## config.mk

```make
export PLATFORM = sky130hd
export DESIGN_NAME = micro_cpu
export DESIGN_NICKNAME = d
export VERILOG_FILES = /design/src/rtl/micro_cpu.sv
export SDC_FILE = /design/constraint.sdc
export NUM_CORES = 1
export LEC_CHECK = 0
export ABC_AREA = 1
export BUFFER_PORTS_ARGS = -buffer_cell sky130_fd_sc_hd__buf_2
export CORE_MARGIN = 8
export CORE_UTILIZATION = 40
export CTS_BUF_LIST = sky130_fd_sc_hd__clkbuf_4
export CTS_CLUSTER_DIAMETER = 200
export DETAILED_ROUTE_END_ITERATION = 10
export GPL_TIMING_DRIVEN = 0
export MAX_ROUTING_LAYER = met4
export RECOVER_POWER = 25
export SLEW_MARGIN = 20
export SYNTH_ARGS = -nofsm -noshare
export SYNTH_HDL_FRONTEND = slang
export SYNTH_SLANG_ARGS = --single-unit
export TNS_END_PERCENT = 1
```

## constraint.sdc

```tcl
create_clock -name clk -period 3.2 [get_ports clk]
set_clock_uncertainty 0.1 [all_clocks]
set_input_delay 0.48 -clock clk [delete_from_list [all_inputs] [get_ports clk]]
set_output_delay 0.48 -clock clk [all_outputs]
set_load 0.02 [all_outputs]
```

## src/rtl/micro_cpu.sv

```systemverilog
// Multi-cycle micro CPU: word-wise code fetch over req/valid, registers, flags, data stack, halt/fault.
// Optional CALL/RET opcodes are enabled by defining MICRO_CPU_CALL_EN.
module micro_cpu #(
  parameter int unsigned DATA_W      = 8,
  parameter int unsigned NUM_REGS    = 4,
  parameter int unsigned ADDR_W      = 8,
  parameter int unsigned STACK_DEPTH = 8
) (
  input  logic              clk,
  input  logic              reset,
  output logic              code_req,
  output logic [ADDR_W-1:0] code_addr,
  input  logic              code_valid,
  input  logic [DATA_W-1:0] code_data,
  input  logic [3:0]        dbg_sel,
  output logic [DATA_W-1:0] dbg_data,
  output logic [2:0]        flags,
  output logic              halted,
  output logic              fault
);

  localparam int unsigned RW  = $clog2(NUM_REGS);
  localparam int unsigned SAW = $clog2(STACK_DEPTH);
  localparam int unsigned SPW = $clog2(STACK_DEPTH + 1);

  localparam logic [DATA_W-1:0] OP_NOP  = DATA_W'(8'h00);
  localparam logic [DATA_W-1:0] OP_LDI  = DATA_W'(8'h01);
  localparam logic [DATA_W-1:0] OP_MOV  = DATA_W'(8'h02);
  localparam logic [DATA_W-1:0] OP_ADD  = DATA_W'(8'h03);
  localparam logic [DATA_W-1:0] OP_SUB  = DATA_W'(8'h04);
  localparam logic [DATA_W-1:0] OP_AND  = DATA_W'(8'h05);
  localparam logic [DATA_W-1:0] OP_OR   = DATA_W'(8'h06);
  localparam logic [DATA_W-1:0] OP_XOR  = DATA_W'(8'h07);
  localparam logic [DATA_W-1:0] OP_CMP  = DATA_W'(8'h08);
  localparam logic [DATA_W-1:0] OP_PUSH = DATA_W'(8'h09);
  localparam logic [DATA_W-1:0] OP_POP  = DATA_W'(8'h0A);
  localparam logic [DATA_W-1:0] OP_JMP  = DATA_W'(8'h0B);
  localparam logic [DATA_W-1:0] OP_JZ   = DATA_W'(8'h0C);
  localparam logic [DATA_W-1:0] OP_HALT = DATA_W'(8'h0D);
  localparam logic [DATA_W-1:0] OP_CALL = DATA_W'(8'h0E);
  localparam logic [DATA_W-1:0] OP_RET  = DATA_W'(8'h0F);

  typedef enum logic [2:0] {FETCH_OP, FETCH_A, FETCH_B, EXEC, STOP} state_t;

  state_t              state, state_n;
  logic [ADDR_W-1:0]   pc;
  logic [DATA_W-1:0]   regs [NUM_REGS];
  logic [DATA_W-1:0]   stack [STACK_DEPTH];
  logic [SPW-1:0]      sp, sp_inc, sp_dec;
  logic [DATA_W-1:0]   op, op_a, op_b;
  logic [RW-1:0]       ra, rb;
  logic [DATA_W-1:0]   rd_val, rs_val;
  logic [DATA_W:0]     alu_wide;
  logic [2:0]          alu_flags;
  logic                a_bad, b_bad, stk_full, stk_empty, exec_fault, take;

  // Instruction length in words; 0 marks an illegal opcode.
  function automatic logic [1:0] op_words(input logic [DATA_W-1:0] o);
    logic [1:0] w;
    w = 2'd0;
    if (o == OP_NOP || o == OP_HALT) w = 2'd1;
    else if (o >= OP_LDI && o <= OP_CMP) w = 2'd3;
    else if (o >= OP_PUSH && o <= OP_JZ) w = 2'd2;
`ifdef MICRO_CPU_CALL_EN
    else if (o == OP_CALL) w = 2'd2;
    else if (o == OP_RET) w = 2'd1;
`endif
    return w;
  endfunction

  assign code_req  = (state == FETCH_OP || state == FETCH_A || state == FETCH_B) && !reset;
  assign code_addr = pc;
  assign take      = code_req && code_valid;
  assign ra        = op_a[RW-1:0];
  assign rb        = op_b[RW-1:0];
  assign rd_val    = regs[ra];
  assign rs_val    = regs[rb];
  assign a_bad     = op_a >= DATA_W'(NUM_REGS);
  assign b_bad     = op_b >= DATA_W'(NUM_REGS);
  assign sp_inc    = sp + SPW'(1);
  assign sp_dec    = sp - SPW'(1);
  assign stk_full  = sp == SPW'(STACK_DEPTH);
  assign stk_empty = sp == '0;
  assign alu_flags = {alu_wide[DATA_W-1], alu_wide[DATA_W], ~|alu_wide[DATA_W-1:0]};

  always_comb begin
    dbg_data = '0;
    if (32'(dbg_sel) < NUM_REGS) dbg_data = regs[dbg_sel[RW-1:0]];
  end

  always_comb begin
    alu_wide   = '0;
    exec_fault = 1'b0;
    case (op)
      OP_LDI:                       exec_fault = a_bad;
      OP_MOV:                       exec_fault = a_bad || b_bad;
      OP_ADD: begin
        exec_fault = a_bad || b_bad;
        alu_wide   = {1'b0, rd_val} + {1'b0, rs_val};
      end
      OP_SUB, OP_CMP: begin
        exec_fault = a_bad || b_bad;
        alu_wide   = {1'b0, rd_val} - {1'b0, rs_val};
      end
      OP_AND: begin exec_fault = a_bad || b_bad; alu_wide = {1'b0, rd_val & rs_val}; end
      OP_OR:  begin exec_fault = a_bad || b_bad; alu_wide = {1'b0, rd_val | rs_val}; end
      OP_XOR: begin exec_fault = a_bad || b_bad; alu_wide = {1'b0, rd_val ^ rs_val}; end
      OP_PUSH:                      exec_fault = a_bad || stk_full;
      OP_POP:                       exec_fault = a_bad || stk_empty;
`ifdef MICRO_CPU_CALL_EN
      OP_CALL:                      exec_fault = stk_full;
      OP_RET:                       exec_fault = stk_empty;
`endif
      default: ;
    endcase
  end

  always_comb begin
    state_n = state;
    case (state)
      FETCH_OP: if (take) begin
        case (op_words(code_data))
          2'd0:    state_n = STOP;
          2'd1:    state_n = EXEC;
          default: state_n = FETCH_A;
        endcase
      end
      FETCH_A:  if (take) state_n = (op_words(op) == 2'd3) ? FETCH_B : EXEC;
      FETCH_B:  if (take) state_n = EXEC;
      EXEC:     state_n = (exec_fault || op == OP_HALT) ? STOP : FETCH_OP;
      default:  state_n = STOP;
    endcase
  end

  always_ff @(posedge clk) begin
    if (reset) state <= FETCH_OP;
    else       state <= state_n;
  end

  always_ff @(posedge clk) begin
    if (reset) begin
      pc     <= '0;
      flags  <= '0;
      sp     <= '0;
      halted <= 1'b0;
      fault  <= 1'b0;
      op     <= '0;
      op_a   <= '0;
      op_b   <= '0;
      for (int unsigned i = 0; i < NUM_REGS; i++) regs[i] <= '0;
    end else begin
      case (state)
        FETCH_OP: if (take) begin
          op <= code_data;
          pc <= pc + ADDR_W'(1);
          if (op_words(code_data) == 2'd0) begin
            fault  <= 1'b1;
            halted <= 1'b1;
          end
        end
        FETCH_A: if (take) begin op_a <= code_data; pc <= pc + ADDR_W'(1); end
        FETCH_B: if (take) begin op_b <= code_data; pc <= pc + ADDR_W'(1); end
        EXEC: begin
          if (exec_fault) begin
            fault  <= 1'b1;
            halted <= 1'b1;
          end else begin
            case (op)
              OP_LDI: regs[ra] <= op_b;
              OP_MOV: regs[ra] <= rs_val;
              OP_ADD, OP_SUB, OP_AND, OP_OR, OP_XOR: begin
                regs[ra] <= alu_wide[DATA_W-1:0];
                flags    <= alu_flags;
              end
              OP_CMP: flags <= alu_flags;
              OP_PUSH: begin stack[sp[SAW-1:0]] <= rd_val; sp <= sp_inc; end
              OP_POP:  begin regs[ra] <= stack[sp_dec[SAW-1:0]]; sp <= sp_dec; end
              OP_JMP:  pc <= op_a[ADDR_W-1:0];
              OP_JZ:   if (flags[0]) pc <= op_a[ADDR_W-1:0];
              OP_HALT: halted <= 1'b1;
`ifdef MICRO_CPU_CALL_EN
              OP_CALL: begin
                stack[sp[SAW-1:0]] <= DATA_W'(pc);
                sp <= sp_inc;
                pc <= op_a[ADDR_W-1:0];
              end
              OP_RET: begin
                pc <= stack[sp_dec[SAW-1:0]][ADDR_W-1:0];
                sp <= sp_dec;
              end
`endif
              default: ;
            endcase
          end
        end
        default: ;
      endcase
    end
  end

endmodule
```

==> impl_summary.md <==
Status
The flow ran to the end, but the final reports show violations. The final reports fail on negative setup slack.

Critical path
The setup slack of the worst register-to-register path is -90 ps. The most critical setup path has its endpoint at regs[1][7]. The critical path class is reg2reg. The end of the worst register-to-register path is regs[1][7].

The delay contributed by the slowest stage of the critical path is 420 ps. The startpoint type of the worst setup path is a flop. Measured in cells, the most critical reg-to-reg path has a length of 18. Data arrives at the worst endpoint at 3530 ps. Traced cell by cell, the critical path runs through clkbuf_8, nand2_1, a32o_2, ha_4, nand3_2, nand2_2, xor2_1, ha_1, a21oi_2, nor2_2, a211oi_2, nand3b_1, nand3_2, nand2_2, nand2_2, nand3_4, nand2_4, nor2_1. STA classifies the critical path endpoint as a flop.

The critical path's most frequent cell is nand2_2. The slowest stage of the critical path is the dfxtp_4 cell. The biggest fanout along the worst timing path is 10.

Data on the critical path is required at its endpoint by 3440 ps.

Synth
Of the total synthesized cell area, the portion taken by full adders, half adders and majority gates is 0.04720. The post-synth design cell area is 8112 um^2. The complex-gate fraction of the synthesized area is 0.1711. The proportion of register bits with asynchronous set or reset after synthesis is 0. Counting every instance in the synthesized netlist gives 981.

The count of different cell masters after synthesis is 50. The number of nets in the synthesized netlist is 1026. After synthesis, the share of cell area in mux cells is 0. The largest family of logic cells by synthesized area is simple AND/OR/NAND/NOR gates. The mean area per synthesized cell is 8.269 um^2. In this run, synthesis produced a sequential element count of 144.

The leading register cell type out of synthesis is edfxtp_1. Of the total synthesized cell area, the portion taken by AND, OR, NAND and NOR gates is 0.2183. For this run, the number of Yosys warnings is 0. The share of the yosys chip area belonging to registers is 0.4739. The number of enable flip-flop cells after synthesis is 96. Of the total synthesized cell area, the portion taken by XOR and XNOR cells is 0.01728.

STA
Setup repair after global routing could not meet its margin everywhere. Setup violations remaining at the end of the flow were counted as 16. The max-slew violation total from the final report came to 0. For this run, the top clock speed supported by timing is 0.3036 GHz. The headroom to the max-slew limit is 0.5290. The share of the clock period used by the worst path after layout is 1.029. After layout, the worst setup slack is -93.72 ps.

The final hold violation count is 0. Hold is met by 101.5 ps. The clock period minus final worst setup slack is 3294 ps. For the pin with the worst max-slew slack, the measured transition is 704.0 ps.

Clock network
The total clock sinks is 144. In this run the deepest clock path goes through 2 buffers. The maximum level of the CTS H-tree is 4. The tree is rooted in a clkbuf_4.

TritonCTS built the clock tree. After clock tree synthesis, the clock-pin slew on the worst setup and hold paths is 150 ps. After clock tree synthesis, the flow added hold-fix buffers numbering 0. The TritonCTS buffer count is 17. The insertion delay to the later sink of the worst-skew pair is 570 ps.

Hold path
The kind of path behind the tightest hold check is in2reg. The worst hold path begins at code_data[7].

Die
The effective utilization at floorplan is 0.4048. The floorplan has 52 rows. The width of the die is 158.4 um. For this design the top-level I/O count stands at 37. The area of the die is 25090 um^2. After floorplanning, the core was sized to cover 20040 um^2. The y dimension of the die is 158.4 um.

Layout
The finished cells cover 9738 um^2. In the final design database the tool counted 1115 nets. In the layout the commonest cells are nand2_1, nor2_1, o21ai_0. The most common cell after layout, fill and taps aside is nand2_1.

The area growth from synthesis to layout is 20.05%. Of the cells placed in the final design, the portion with a size suffix greater than 1 is 0.2050. At the end of the flow the core is filled with cells to 0.4860.

The number of filler cells placed in the layout is 2005.

Placement
Detailed placement finished with a half-perimeter wire length of 16600 um. Input and output buffers added on the ports amount to 34. The placed instances occupy a cell area of 8678 um^2. The final estimated routing congestion in global placement is 0.9130.

Pwr
The power density of the placed cells is 418.2 nW/um^2. Across the VDD grid, the largest voltage drop is 0.2552 mV. The static power due to leakage is 4.025 nW. The total power after layout is 4.072 mW.

Route
The final layout contains routed wiring with a total length of 22770 um. The total via count in the routed design is 7127. In this run, the number of DRC markers left after iteration 0 of detailed routing was 556.

The detailed-routing iteration count for the pre-antenna-repair pass is 7. The detail route stage leaves a number of antenna-violating nets equal to 0. The mean routed wirelength per cell is 16.82 um. Using the TritonRoute via totals, the vias-per-cell ratio works out to 5.264. After detailed routing, the number of remaining DRC violations is 0.

Global route
The wire length of the first global-routing pass is 36610 um. The global-route usage over all layers is 0.1937. The largest net degree at the start of global routing is 20. The number of antenna violations at the first check in global routing was 1. Summed over all layers, the global routing overflow is 0. The number of global-route vias before repair is 6958.

Job
The count of max-cap constraint violations is 0.
==> per-layer routing <==
layer  track usage  routed length [um]  up-vias
met5             -                   0        -
met4       0.06601                 514        0
met3       0.03502                1094       36
met2        0.3138               10830      197
met1        0.2409               10330     3359
li1              -                   -     3535
==> how the worst min path moves through the flow <==
stage | slack (ps) | depth (start not counted) | end
2_1_floorplan | 340 | 2 | op_b[5]
3_3_place_gp | 340 | 2 | halted
3_5_place_dp | 350 | 2 | halted
4_1_cts | 50 | 3 | op[6]
5_1_grt | 70 | 3 | op_b[7]
6_report | 100 | 3 | op[7]
==> cells by family (layout without fill, tap and decap cells) <==
| group | after synthesis | after routing |
|---|---|---|
| AOI/OAI and AO/OA | 243 | 243 |
| xor gates and xnor gates | 16 | 16 |
| adders and majority gates | 30 | 30 |
| buffers and inverters | 152 | 254 |
| DFF | 144 | 144 |
| other | 0 | 1 |
| and+or+nand+nor | 396 | 396 |
==> flip-flops by register name, indices dropped and copies added, names as in the netlist, named ones only <==
register and flops:
stack 64, regs 32, halted 1, op_a 8
state 3, sp 4, op_b 8, fault 1
flags 3, op 8, code_addr 8
==> what timing repair did <==
action	4_1_cts	5_1_grt
endpoints found under the setup margin	135	130
setup buffers	32	4
pin swaps	24	20
hold endpoints to repair	0	0
resized for setup	72	37
==> power by group <==
part	internal (mW)	leakage, nW	switching [mW]
Sequential	2.03	1.30	0.0451
Combinational	0.278	2.57	0.486
Clock	0.485	0.154	0.750
Total	2.79	4.02	1.28
==> final cells by class <==
type,count,area [um^2],share of cell area
clock buffer,17,127.6,0.01311
clock inverter,15,168.9,0.01735
sequential,144,3854,0.3957
multi-input combinational,685,4078,0.4187
antenna,1,2.502,0.0002570
tap,270,337.8,0.03469
timing repair buffer,74,546.8,0.05615
buffer,29,151.4,0.01555
inverter,119,471.7,0.04844
==> through the flow <==
step / cells / worst slack, ps / setup TNS [ps]
finish: 1354 / -93.72 / -1137
global route: 1354 / -241.9 / -5291
CTS: 1350 / -86.57 / -769.7
detailed placement: 1289 / -1153 / -105710
global placement: 1285 / -1324 / -120190
floorplan: 981 / -48.39 / -2459
==> critical path, delay by kind of cell, from the launching register on <==
family	cells	cell delay (ps)
flops	1	420
xor+xnor	1	150
simple gates	11	930
fa+ha+maj	2	540
buf+inv	1	180
compound gates	3	720
==> cells in the mapped netlist, types with 12 or more instances <==
master / count / share of area
inv_1: 101 / 0.047
clkbuf_1: 29 / 0.013
dfxtp_1: 48 / 0.12
a21oi_1: 79 / 0.049
nand2_1: 156 / 0.072
o21ai_0: 108 / 0.067
edfxtp_1: 96 / 0.36
inv_2: 14 / 0.0065
nand3_1: 36 / 0.022
ha_1: 29 / 0.045
nor2_1: 147 / 0.068
nor3_1: 12 / 0.0074
xor2_1: 12 / 0.013
Power figures use the tool's default switching activity.
